File: config.mk
export PLATFORM = sky130hd
export DESIGN_NAME = rr_grant_arbiter
export DESIGN_NICKNAME = d
export VERILOG_FILES = /design/src/rtl/arb_pkg.sv /design/src/rtl/idx_onehot8.sv /design/src/rtl/rr_grant_arbiter.sv
export SDC_FILE = /design/constraint.sdc
export NUM_CORES = 1
export LEC_CHECK = 0
export ABC_CLOCK_PERIOD_IN_PS = 5800
export CAP_MARGIN = 20
export CORE_MARGIN = 2
export CORE_UTILIZATION = 59
export DETAILED_ROUTE_END_ITERATION = 6
export PLACE_DENSITY_LB_ADDON = 0.3
export SYNTH_ARGS = -nofsm -noshare
export SYNTH_HDL_FRONTEND = slang
export SYNTH_HIERARCHICAL = 1
export SYNTH_SLANG_ARGS = --single-unit
File: constraint.sdc
create_clock -name clk -period 5.8 [get_ports clk]
set_input_delay 1.16 -clock clk [delete_from_list [all_inputs] [get_ports clk]]
set_output_delay 1.16 -clock clk [all_outputs]
set_load 0.05 [all_outputs]
File: src/rtl/arb_pkg.sv
// rtl/arb_pkg.sv - shared types and sizes for the round-robin grant arbiter
package arb_pkg;

  localparam int N_REQ = 8;
  localparam int IDX_W = 3;

  typedef enum logic {ARB_IDLE, ARB_GRANT} arb_state_t;

  typedef logic [IDX_W-1:0] arb_idx_t;

endpackage

File: src/rtl/idx_onehot8.sv
// rtl/idx_onehot8.sv - combinational 3-bit index to 8-bit one-hot expansion
module idx_onehot8
  import arb_pkg::*;
(
  input  arb_idx_t           idx,
  output logic [N_REQ-1:0]   onehot
);

  always_comb begin
    onehot      = '0;
    onehot[idx] = 1'b1;
  end

endmodule

File: src/rtl/rr_grant_arbiter.sv
// rtl/rr_grant_arbiter.sv - 8-way round-robin arbiter with registered one-hot grant
// Optional forced release after MAX_HOLD cycles when ARB_TIMEOUT_EN is defined.
module rr_grant_arbiter
  import arb_pkg::*;
#(
  parameter int MAX_HOLD = 16
) (
  input  logic             clk,
  input  logic             rst,
  input  logic [N_REQ-1:0] req,
  output logic [N_REQ-1:0] gnt,
  output logic [IDX_W-1:0] gnt_idx,
  output logic             gnt_valid,
  output logic             timeout
);

  arb_state_t       state, nxt_state;
  arb_idx_t         ptr, nxt_ptr;
  arb_idx_t         nxt_idx;
  logic             nxt_timeout;
  logic [N_REQ-1:0] onehot_d;
  logic [N_REQ-1:0] gnt_d;

  // First requester found walking ptr, ptr+1, ... with 3-bit wraparound.
  function automatic arb_idx_t rr_pick(input logic [N_REQ-1:0] r, input arb_idx_t p);
    arb_idx_t idx;
    arb_idx_t cand;
    logic     found;
    idx   = '0;
    found = 1'b0;
    for (int k = 0; k < N_REQ; k++) begin
      cand = p + arb_idx_t'(k);
      if (!found && r[cand]) begin
        idx   = cand;
        found = 1'b1;
      end
    end
    return idx;
  endfunction

`ifdef ARB_TIMEOUT_EN
  localparam int HOLD_W = $clog2(MAX_HOLD + 1);
  logic [HOLD_W-1:0] hold_cnt;

  always_ff @(posedge clk) begin
    if (rst) begin
      hold_cnt <= '0;
    end else if (state == ARB_GRANT && nxt_state == ARB_GRANT) begin
      if (hold_cnt != HOLD_W'(MAX_HOLD))
        hold_cnt <= hold_cnt + 1'b1;
    end else begin
      hold_cnt <= '0;
    end
  end
`else
  logic unused_max_hold;
  assign unused_max_hold = |MAX_HOLD;
`endif

  always_ff @(posedge clk) begin
    if (rst) begin
      state <= ARB_IDLE;
      ptr   <= '0;
    end else begin
      state <= nxt_state;
      ptr   <= nxt_ptr;
    end
  end

  always_comb begin
    nxt_state   = state;
    nxt_ptr     = ptr;
    nxt_idx     = gnt_idx;
    nxt_timeout = 1'b0;
    case (state)
      ARB_IDLE: begin
        if (|req) begin
          nxt_state = ARB_GRANT;
          nxt_idx   = rr_pick(req, ptr);
        end else begin
          nxt_idx   = '0;
        end
      end
      ARB_GRANT: begin
        // A dropped request wins over a timeout in the same cycle.
        if (!req[gnt_idx]) begin
          nxt_state = ARB_IDLE;
          nxt_idx   = '0;
          nxt_ptr   = gnt_idx + arb_idx_t'(1);
        end
`ifdef ARB_TIMEOUT_EN
        else if (hold_cnt == HOLD_W'(MAX_HOLD - 1)) begin
          nxt_state   = ARB_IDLE;
          nxt_idx     = '0;
          nxt_ptr     = gnt_idx + arb_idx_t'(1);
          nxt_timeout = 1'b1;
        end
`endif
      end
      default: begin
        nxt_state = ARB_IDLE;
        nxt_idx   = '0;
      end
    endcase
  end

  idx_onehot8 u_onehot (
    .idx    (nxt_idx),
    .onehot (onehot_d)
  );

  always_comb begin
    gnt_d = '0;
    if (nxt_state == ARB_GRANT)
      gnt_d = onehot_d;
  end

  always_ff @(posedge clk) begin
    if (rst) begin
      gnt       <= '0;
      gnt_idx   <= '0;
      gnt_valid <= 1'b0;
      timeout   <= 1'b0;
    end else begin
      gnt       <= gnt_d;
      gnt_idx   <= nxt_idx;
      gnt_valid <= (nxt_state == ARB_GRANT);
      timeout   <= nxt_timeout;
    end
  end

endmodule

==> results.json, run 1 <==
{
  "outcome": "finished, final reports clean",
  "crit_buf_inv": 1,
  "synth.yosys.seq_area_share_pct": 18.1,
  "cp.depth": 10,
  "hpwlAfterDp_um": 2820,
  "endpoint_kind": "flop",
  "synthXorXnorAreaFrac_pct": 2.11,
  "drc": 0,
  "post_cts_buffers": 0,
  "fin_crit_sh_pct": 69.4,
  "port_buffers": 21,
  "syn2layout_area_growth_pct": 12.0,
  "worstPathRequired_ns": 5.97,
  "fin_crit_ns": 4.02,
  "routed_wl_um": 3680,
  "ir_worst_vdd_mv": 0.346,
  "grt_overflow_total": 0,
  "crit_slowest_cell": "dfxtp_1",
  "routabilityCongestion": 0.974,
  "dp_worst_setup_slack_ns": 1.80,
  "synth_top_area_share_pct": 18.1,
  "final.setup_skew_ns": 0.00855,
  "cts_resized": 0,
  "grt_max_degree": 18,
  "detailedRoute.firstPassIterationCount": 5,
  "finalSetupViolCount": 0,
  "rrSetupSlack_ns": 1.78,
  "cts_hold_buf": 0,
  "whs_ns": 0.617,
  "tns_ns": 0,
  "yosys-top-cells-count": "15 x dfxtp_1, 11 x mux2i_1, 11 x nand2_1",
  "synth-compound-area-share_pct": 19.5,
  "track_usage_pct": 24.7,
  "die_h_um": 57.1,
  "synth.area.mux_share_pct": 32.4,
  "worstRegToRegCells": 10,
  "synth_area_um2": 1660,
  "synth_top_family_by_area": "multiplexers",
  "ant_nets": 0,
  "yosysWarnings": 6,
  "max_freq_mhz": 249,
  "worst_pin_slew_ns": 0.748,
  "die_area_um2": 3260,
  "antenna_found_initial": 0,
  "cts_buffer_depth": 2,
  "synth_fp_nets": 174,
  "grt_pass1_vias": 1341,
  "maxCapViolations": 0,
  "critPathArrivalTime_ns": 4.20,
  "ios": 23,
  "r2r_end": "gnt[5]",
  "rsz0062_at_grt": "no",
  "wl_per_cell_um": 17.5,
  "startpoint": "ptr[0]",
  "clock_latency_ns": 0.28,
  "slew_viol_final": 0,
  "p_per_area_nw_per_um2": 325,
  "ys_types": 58,
  "drt_iter0_drc": 67,
  "cts_tree": "built",
  "synthMostInstantiatedCell": "dfxtp_1",
  "start_util_pct": 61.4,
  "root_buffer": "clkbuf_4",
  "layout-drive-gt1-share_pct": 21.8,
  "yosys.area.top_type": "dfxtp_1",
  "cp_slowest_stage_delay_ns": 0.81,
  "cts.sinks": 15,
  "ys_ff_latch": 15,
  "hold_violations": 0,
  "slew_headroom_pct": 50.0,
  "hold_start": "gnt_valid",
  "crit_chain": "inv_2 > ha_1 > mux2_4 > mux4_2 > o32ai_4 > nand3_2 > o31ai_1 > a31o_1 > and3b_2 > and2_1",
  "avgViaCountPerCell": 6.88,
  "r2r-start": "ptr[0]",
  "final_util_pct": 68.7,
  "cts-buffers-inserted": 3,
  "synthAdderAreaFrac_pct": 2.26,
  "crit_family": "compound AO/OA/AOI/OAI gates",
  "synth_area_leaders": "dfxtp_1 18%, mux4_2 12%, mux2i_1 6.6%, mux4_1 6.3%, and2_1 3.8%",
  "syn_area_per_cell_um2": 10.3,
  "ys.flop_type": "dfxtp_1",
  "clkTransAtPathRegs_ns": 0.09,
  "die_w_um": 57.1,
  "htreeDepth": 1,
  "leakagePower_nw": 0.704,
  "core-area_um2": 2710,
  "critPathMaxFanout": 17,
  "syn_inst": 161,
  "num_vias": 1445,
  "hold_class": "reg -> reg",
  "grt_pass1_wl_um": 6420,
  "antenna_cells": 0,
  "rows": 19,
  "crit_path_start_kind": "flop",
  "synthArstFlopShare_pct": 0,
  "worstHoldPathCells": 1,
  "setup_ws_ns": 1.78,
  "critPathKind": "reg -> reg",
  "synth-simple-area-share_pct": 18.8,
  "synth_edf_count": 0,
  "min_to": "ptr[0]",
  "nets": 193
}
## per-layer routing
layer / vias to the layer above / GRT usage, % / part of all wire (%)
met2: 82 / 39.1 / 47
met4: 0 / 5.65 / 0.93
met3: 6 / 6.35 / 8.4
met1: 682 / 34.3 / 43
met5: - / 0 / 0
li1: 675 / - / -
## worst register-to-register path, cell delays in order, from the launching register on
cell	delay, ns
dfxtp_1	0.81
inv_2	0.19
ha_1	0.64
mux2_4	0.37
mux4_2	0.50
o32ai_4	0.34
nand3_2	0.16
o31ai_1	0.28
a31o_1	0.26
and3b_2	0.23
and2_1	0.13
## stage by stage
step / total power, W / instance area (um2) / instances
2_1_floorplan: 0.000464 / 1660 / 161
3_3_place_gp: 0.000533 / 1830 / 206
3_5_place_dp: 0.000543 / 1830 / 206
4_1_cts: 0.000601 / 1860 / 210
5_1_grt: 0.000646 / 1860 / 210
6_report: 0.000605 / 1860 / 210
## layout by cell type (no fill, tap or decap), types with 6 or more instances in the layout
master and count:
clkdlybuf4s50_1 21, dfxtp_1 15, mux2i_1 11, nand2_1 11, and2_1 10, mux4_2 9
a21oi_1 7, nor2_1 6, o21ai_0 6
## worst max path at each step
stage / endpoint / slack, ns
after floorplan: gnt[3] / 2.51
after global placement: gnt[6] / 1.83
after detailed placement: gnt[5] / 1.80
after CTS: gnt[5] / 1.80
after global routing: gnt[2] / 1.54
final: gnt[5] / 1.78
## power by group
| part | internal [W] | total [W] | switching, W |
|---|---|---|---|
| clock | 0.0000256 | 0.0000565 | 0.0000309 |
| combinational | 0.000179 | 0.000405 | 0.000225 |
| sequential | 0.000119 | 0.000144 | 0.0000255 |
| total | 0.000324 | 0.000605 | 0.000282 |
## logic make-up after synthesis
group | count (synthesis)
compound gates | 41
xor+xnor | 4
fa+ha+maj | 3
buf+inv | 14
flops | 15
mux | 32
other cells | 1
simple gates | 51
## flip-flops by register name (all words and copies together) (netlist names)
| register | flops |
|---|---|
| gnt_idx | 3 |
| gnt_valid | 1 |
| gnt | 8 |
| ptr | 3 |
## final cells by class
cell class / count / area (um2)
repair buffers: 22 / 218
fillers: 205 / 848
inverters: 6 / 25.0
clock buffers: 3 / 22.5
multi-input cells: 132 / 1250
flip-flops and latches: 15 / 300
well taps: 31 / 38.8
clock inverters: 1 / 5.00
No activity file was read; power rests on OpenSTA's default activity.
==> run 2, diff against run 1 <==
--- a/config.mk
+++ b/config.mk
@@ -5,10 +5,10 @@
 export SDC_FILE = /design/constraint.sdc
 export NUM_CORES = 1
 export LEC_CHECK = 0
-export ABC_CLOCK_PERIOD_IN_PS = 5800
+export ABC_CLOCK_PERIOD_IN_PS = 4050
 export CAP_MARGIN = 20
 export CORE_MARGIN = 2
-export CORE_UTILIZATION = 59
+export CORE_UTILIZATION = 55
 export DETAILED_ROUTE_END_ITERATION = 6
 export PLACE_DENSITY_LB_ADDON = 0.3
 export SYNTH_ARGS = -nofsm -noshare
==> constraint.sdc (replaced) <==
create_clock -name clk -period 4.05 [get_ports clk]
set_input_delay 0.81 -clock clk [delete_from_list [all_inputs] [get_ports clk]]
set_output_delay 0.81 -clock clk [all_outputs]
set_load 0.05 [all_outputs]
==> results.json, run 2 (synthesis results as in run 1) <==
{
  "tns_ns": 0,
  "whs_ns": 0.617,
  "die_w_um": 59.0,
  "critPathArrivalTime_ns": 3.69,
  "final_cell_mix": "21 x clkdlybuf4s50_1, 15 x dfxtp_1, 11 x mux2i_1, 11 x nand2_1, 10 x and2_1",
  "syn2layout_area_growth_pct": 12.3,
  "grt_overflow_total": 0,
  "leakagePower_nw": 0.707,
  "routed_wl_um": 4100,
  "cts_resized": 0,
  "start_util_pct": 59.3,
  "core-area_um2": 2810,
  "finalSetupViolCount": 0,
  "rsz0062_at_grt": "no",
  "reg.largest.list": "gnt (8), gnt_idx (3), ptr (3)",
  "regMostFlops": "gnt",
  "routabilityCongestion": 0.915,
  "avgViaCountPerCell": 6.82,
  "clock_latency_ns": 0.28,
  "worst_pin_slew_ns": 0.668,
  "grt_pass1_vias": 1399,
  "p_per_area_nw_per_um2": 471,
  "wl_per_cell_um": 19.5,
  "placed_cell_area_um2": 1840,
  "clkTransAtPathRegs_ns": 0.08,
  "drt_iter0_drc": 95,
  "met3_usage_pct": 5.24,
  "slew_headroom_pct": 55.4,
  "hold_violations": 0,
  "rows": 19,
  "cts_buffer_depth": 2,
  "antenna_cells": 0,
  "ios": 23,
  "detailedRoute.firstPassIterationCount": 6,
  "cts-buffers-inserted": 3,
  "post_cts_buffers": 0,
  "cts_hold_buf": 0,
  "htreeDepth": 1,
  "slew_viol_final": 0,
  "die_area_um2": 3480,
  "grt_pass1_wl_um": 6820,
  "ir_worst_vdd_mv": 0.379,
  "critPathKind": "reg -> reg",
  "hold_class": "reg -> reg",
  "rrSetupSlack_ns": 0.55,
  "final_common_cell": "clkdlybuf4s50_1",
  "cts_tree": "built",
  "root_buffer": "clkbuf_4",
  "ant_nets": 0,
  "fin_crit_sh_pct": 86.4,
  "port_buffers": 21,
  "final.setup_skew_ns": 0.00350,
  "nets": 194,
  "grt_max_degree": 17,
  "layout-drive-gt1-share_pct": 21.7,
  "worstPathRequired_ns": 4.23,
  "violations": "DRC",
  "antenna_found_initial": 0,
  "maxCapViolations": 0,
  "largest_reg_flops": 8,
  "grt_use_met1_pct": 37.2,
  "endpoint_kind": "flop",
  "grt_busiest_layer": "met2",
  "max_freq_mhz": 286,
  "grt_util_met2_pct": 40.5,
  "hpwlAfterDp_um": 3110,
  "total_power_w": 0.000880,
  "cts.sinks": 15,
  "fin_crit_ns": 3.50,
  "outcome": "finished, violations left",
  "track_usage_pct": 25.8,
  "design_area_um2": 1870,
  "die_h_um": 59.0,
  "num_vias": 1439,
  "crit_path_start_kind": "flop",
  "drc": 1,
  "critPathMaxFanout": 10
}
run 2: worst max-delay path: stages, from the launching register on:
cell and delay (ns):
dfxtp_1 0.34, inv_1 0.13, ha_1 0.62, mux2_4 0.36
mux4_2 0.50, o32ai_4 0.35, nand3_2 0.15, o31ai_1 0.29
a31o_1 0.29, and3b_2 0.23, and2_1 0.13
run 2: path summary, 6_finish.rpt:
kind | startpoint | endpoint | depth (start not counted)
worst max-delay path | ptr[1] | gnt[5] | 10
worst min-delay path | gnt_valid | ptr[0] | 1
worst max register to register | ptr[1] | gnt[5] | 10
worst min register to register | gnt_valid | ptr[0] | 1
run 2: area by class of cell:
class | count | area, um2
Fill cell | 218 | 937
Timing Repair Buffer | 23 | 225
Multi-Input combinational cell | 132 | 1250
Sequential cell | 15 | 300
Inverter | 6 | 25.0
Clock buffer | 4 | 26.3
Tap cell | 31 | 38.8
run 2: metal layers:
metal | part of all wire [%] | routed length (um)
met2 | 49 | 2010
met5 | 0 | 0
met3 | 6.5 | 268
met4 | 1.8 | 72
met1 | 43 | 1750
run 2: report_power, final:
part	switching, W	internal [W]	leakage [nW]
clock network	0.0000457	0.0000383	0.0150
registers	0.0000287	0.000170	0.122
logic	0.000339	0.000259	0.569
run 2: per-stage QoR:
stage	worst slack [ns]	utilization [%]	std cells
2_1_floorplan	0.763	-	161
3_3_place_gp	0.481	65.7	207
3_5_place_dp	0.332	65.7	207
4_1_cts	0.604	66.6	211
5_1_grt	0.403	66.6	211
6_report	0.549	66.6	211
==> run 3, diff against run 2 <==
--- a/config.mk
+++ b/config.mk
@@ -9,6 +9,7 @@
 export CAP_MARGIN = 20
 export CORE_MARGIN = 2
 export CORE_UTILIZATION = 55
+export CTS_CLUSTER_DIAMETER = 50
 export DETAILED_ROUTE_END_ITERATION = 6
 export PLACE_DENSITY_LB_ADDON = 0.3
 export SYNTH_ARGS = -nofsm -noshare
==> results of run 3 <==
No change in the layout: final DEF, timing and power equal those of run 2.
